**config.mk**
```make
export PLATFORM = sky130hd
export DESIGN_NAME = bsg_manycore_pod_reset_sequencer
export DESIGN_NICKNAME = d
export VERILOG_FILES = /design/src/rtl/bsg_manycore_pod_reset_sequencer.sv
export SDC_FILE = /design/constraint.sdc
export NUM_CORES = 1
export LEC_CHECK = 0
export BUFFER_PORTS_ARGS = -buffer_cell sky130_fd_sc_hd__buf_2
export CELL_PAD_IN_SITES_DETAIL_PLACEMENT = 1
export CELL_PAD_IN_SITES_GLOBAL_PLACEMENT = 1
export CORE_MARGIN = 4
export CORE_UTILIZATION = 29
export DETAILED_ROUTE_END_ITERATION = 10
export PLACE_DENSITY = 0.78
export SYNTH_ARGS = -nofsm -noshare
export SYNTH_HDL_FRONTEND = slang
export SYNTH_SLANG_ARGS = --single-unit
```
**constraint.sdc**
```tcl
create_clock -name clk_i -period 1.11 [get_ports clk_i]
set_input_delay 0.111 -clock clk_i [delete_from_list [all_inputs] [get_ports clk_i]]
set_output_delay 0.111 -clock clk_i [all_outputs]
set_load 0.005 [all_outputs]
```
**src/rtl/bsg_manycore_pod_reset_sequencer.sv**
```systemverilog
// bsg_manycore_pod_reset_sequencer: prompt per-pod reset assertion, staggered fixed-priority
// release, and a retimed per-tile-column reset fanout.
module bsg_manycore_pod_reset_sequencer #(
  parameter int num_pods_x_p     = 2,
  parameter int num_pods_y_p     = 2,
  parameter int num_tiles_x_p    = 4,
  parameter int reset_depth_p    = 3,
  parameter int stagger_cycles_p = 4
) (
  input  logic                                                          clk_i,
  input  logic                                                          reset_i,
  input  logic [num_pods_y_p-1:0][num_pods_x_p-1:0]                     reset_req_i,
  output logic [num_pods_y_p-1:0][num_pods_x_p-1:0][num_tiles_x_p-1:0]  reset_o,
  output logic [num_pods_y_p-1:0][num_pods_x_p-1:0]                     pod_in_reset_o,
  output logic                                                          busy_o
);
  localparam int N  = num_pods_x_p * num_pods_y_p;
  localparam int W  = N * num_tiles_x_p;
  localparam int CW = stagger_cycles_p > 1 ? $clog2(stagger_cycles_p) : 1;
  localparam logic [CW-1:0] GAP = CW'(stagger_cycles_p - 1);
  typedef enum logic {eIDLE, eGAP} state_e;
  logic [N-1:0]  r_rst, w_req, w_elig, w_grant;
  logic [CW-1:0] r_cnt;
  logic [W-1:0]  w_fan;
  state_e        w_state;
  assign w_req   = reset_req_i;
  assign w_state = r_cnt != '0 ? eGAP : eIDLE;
  assign w_elig  = r_rst & ~w_req;
  // Isolate the lowest set eligible bit: pod 0 has the highest priority.
  assign w_grant = w_state == eIDLE ? w_elig & (~w_elig + N'(1)) : '0;
  always_ff @(posedge clk_i)
    if (reset_i) begin
      r_rst <= '1;
      r_cnt <= '0;
    end else begin
      r_rst <= (r_rst & ~w_grant) | w_req;
      r_cnt <= w_grant != '0 ? GAP : w_state == eGAP ? r_cnt - CW'(1) : r_cnt;
    end
  for (genvar p = 0; p < N; p++) begin : g_fan
    assign w_fan[p*num_tiles_x_p +: num_tiles_x_p] = {num_tiles_x_p{r_rst[p]}};
  end
  if (reset_depth_p == 1) begin : g_direct
    assign reset_o = w_fan;
  end else begin : g_pipe
    logic [reset_depth_p-2:0][W-1:0] r_pipe;
    always_ff @(posedge clk_i)
      if (reset_i) r_pipe <= '1;
      else begin
        r_pipe[0] <= w_fan;
        for (int i = 1; i < reset_depth_p - 1; i++) r_pipe[i] <= r_pipe[i-1];
      end
    assign reset_o = r_pipe[reset_depth_p-2];
  end
  assign pod_in_reset_o = r_rst;
  assign busy_o         = w_state == eGAP;
endmodule

```
==> flow_summary.ini <==
[synthesis]
synthesis.area_um2 = 611
ys.warnings.count = 0
ys_seq_elements = 14
synth_cell_types = 18
syn_nets = 69
avgSynthCellArea_um2 = 9.85
syn-instance-count = 62
yosysSeqAreaShare_pct = 45.9

[sta]
min_period_over_period_pct = 104
fmax_mhz = 865
fin_crit_ns = 1.16
hold_violations = 0
setup_slack_ns = -0.0459
rsz0062_at_grt = true
worstMarginPinSlew_ns = 0.325
relSlewSlack_pct = 78.3
finClkSkew_ns = 0.00603
maxSlewViolCount = 0
final-setup-viol-count = 3

[detailed_routing]
dr.pass1.iters = 2
avgViaCountPerCell = 4.17
drc = 0
post_drt_wl_per_cell_um = 10.5
ant_nets = 0
vias = 438
drt_iter0_drc = 2
routed_wl_um = 1100

[cts]
cts_sinks = 14
cts_max_level = 1
cts_hold_buf = 0
cts_root_buf = clkbuf_4
cts_tree = done
clk_latency_ns = 0.27
numCtsBuffers = 3
clk_pin_slew_ns = 0.08
cts_buffer_depth = 2

[floorplanning]
die_h_um = 53.9
ios = 27
fp.coreArea_um2 = 1980
initial_utilization_pct = 30.8
die_area_um2 = 2900
die_x_um = 53.9
rows = 16

[power_and_ir_drop]
p_switching_uw = 247
pwr-share-comb_pct = 19.1
p_leak_nw = 0.305
finalPower_mw = 1.00
p_per_area_nw_per_um2 = 1370
swShare_pct = 24.6
peakVddDrop_mv = 0.687
p_clk_share_pct = 26.7
pwr-share-seq_pct = 54.3
p_int_uw = 755

[cells_and_area]
area_growth_pct = 19.9
final_cells = 105
final_layout_size_suffix_gt1_share_pct = 64.1
final_nets = 87
nFillCells = 243
antenna_cells = 0

[placed_design]
gp_congestion = 0.728
port_buffers = 26
dp_cells = 99
hpwl_um = 834

[flow_run]
maxCapViolCount = 0

[grt]
grt_max_degree = 15
busiest_layer = met2
use_met2_pct = 13.1
met1_usage_pct = 8.53
grt_pass1_wl_um = 1590
overflow = 0
antenna_found_initial = 0
grt_usage_pct = 8.11
grt_pass1_vias = 379
grt_util_met3_pct = 3.60

[worst_setup_path]
cp_data_arrival_time_ns = 1.29
cp-end-kind = flip-flop
startpoint_type = flip-flop
crit_required_ns = 1.24
crit_type = flip-flop to flip-flop
path_max_fanout = 3

[status]
failed_checks = setup timing
status = finished with violations

[min_path]
hold_path_class = input port to flip-flop
[sequential cells by signal (all words and copies together), names as in the netlist]
register,count
g_pipe.r_pipe,4
r_cnt,2
reset_o,4
pod_in_reset_o,4
[through the flow]
stage	TNS (ns)	setup WS [ns]	hold slack, ns	instance area (um^2)	utilization [%]
after floorplan	0	0.0136	0.203	611	-
after global placement	0	0.0203	0.300	658	33.2
after detailed placement	-0.0656	-0.0431	0.315	658	33.2
after CTS	-0.200	-0.0622	0.0291	701	35.4
after global routing	-0.415	-0.126	0.0357	732	36.9
final	-0.0925	-0.0459	0.0379	732	36.9
[cells by family (layout without fill, tap and decap cells)]
| logic type | Yosys count | count (layout) | synth area share [%] |
|---|---|---|---|
| flip-flops | 14 | 14 | 45.9 |
| AO/OA/AOI/OAI | 7 | 7 | 11.7 |
| adder cells (fa/ha/maj) | 1 | 1 | 2.05 |
| AND/OR/NAND/NOR | 18 | 18 | 17.0 |
| buffers and inverters | 22 | 38 | 23.4 |
[layout by cell type, fill, tap and decap left out]
| master | instances |
|---|---|
| dfxtp_2 | 2 |
| or2_2 | 8 |
| inv_4 | 1 |
| o21ai_1 | 2 |
| o31ai_2 | 1 |
| nor2b_1 | 1 |
| a2111oi_4 | 1 |
| and2b_1 | 1 |
| ha_4 | 1 |
| buf_2 | 25 |
| nand2_1 | 2 |
| clkbuf_4 | 3 |
| a211o_1 | 1 |
| nor2b_4 | 1 |
| inv_1 | 2 |
| buf_4 | 4 |
| nor2_1 | 5 |
| dfxtp_1 | 12 |
| buf_6 | 1 |
| a221oi_1 | 2 |
| inv_2 | 2 |
[cell type report]
class                           instances  area (um^2)  area share, %
Sequential cell                        14          283           38.6
Tap cell                               27         33.8           4.62
Multi-Input combinational cell         26          205           28.0
Clock buffer                            3         22.5           3.08
Inverter                                5         21.3           2.91
Timing Repair Buffer                   30          166           22.7
[power groups by stage]
stage	registers, mW	logic [mW]	clock network (mW)
floorplan	0.551	0.0897	0
global placement	0.550	0.124	0
detailed placement	0.552	0.132	0
CTS	0.541	0.152	0.285
global route	0.547	0.208	0.311
finish	0.543	0.191	0.267
[worst max-delay path, cell delays in order, from the launching register on]
cell and delay (ns):
dfxtp_1 0.31, and2b_1 0.19, a2111oi_4 0.39, a221oi_1 0.13
[layer usage]
layer	vias up	wire, um
li1	216	-
met1	201	459
met2	21	524
met3	0	116
met4	0	0
met5	-	0
[Yosys cell counts (all sizes together)]
master   number  area, um^2
ha            1        12.5
or2           8        50.1
inv           5        18.8
nand2         2        7.51
dfxtp        14         280
clkbuf        1        3.75
a221oi        2        17.5
a2111oi       1        27.5
o21ai         2        10.0
o31ai         1        7.51
nor2          5        18.8
a211o         1        8.76
buf          16         120
nor2b         2        20.0
and2b         1        7.51
[worst paths after layout]
path                                   startpoint                 to  slack, ns  depth (start not counted)
worst max-delay path            pod_in_reset_o[1]           r_cnt[1]      -0.05                          3
worst min-delay path               reset_req_i[1]  pod_in_reset_o[1]       0.04                          3
worst max register to register  pod_in_reset_o[1]           r_cnt[1]      -0.05                          3
worst min register to register   g_pipe.r_pipe[7]         reset_o[7]       0.41                          1
[what timing repair did]
action                     4_1_cts  5_1_grt
resized for setup                3        7
setup endpoints to repair        3        6
setup buffers                    2        1
pin swaps                        0        1
No activity file was read; power rests on OpenSTA's default activity.
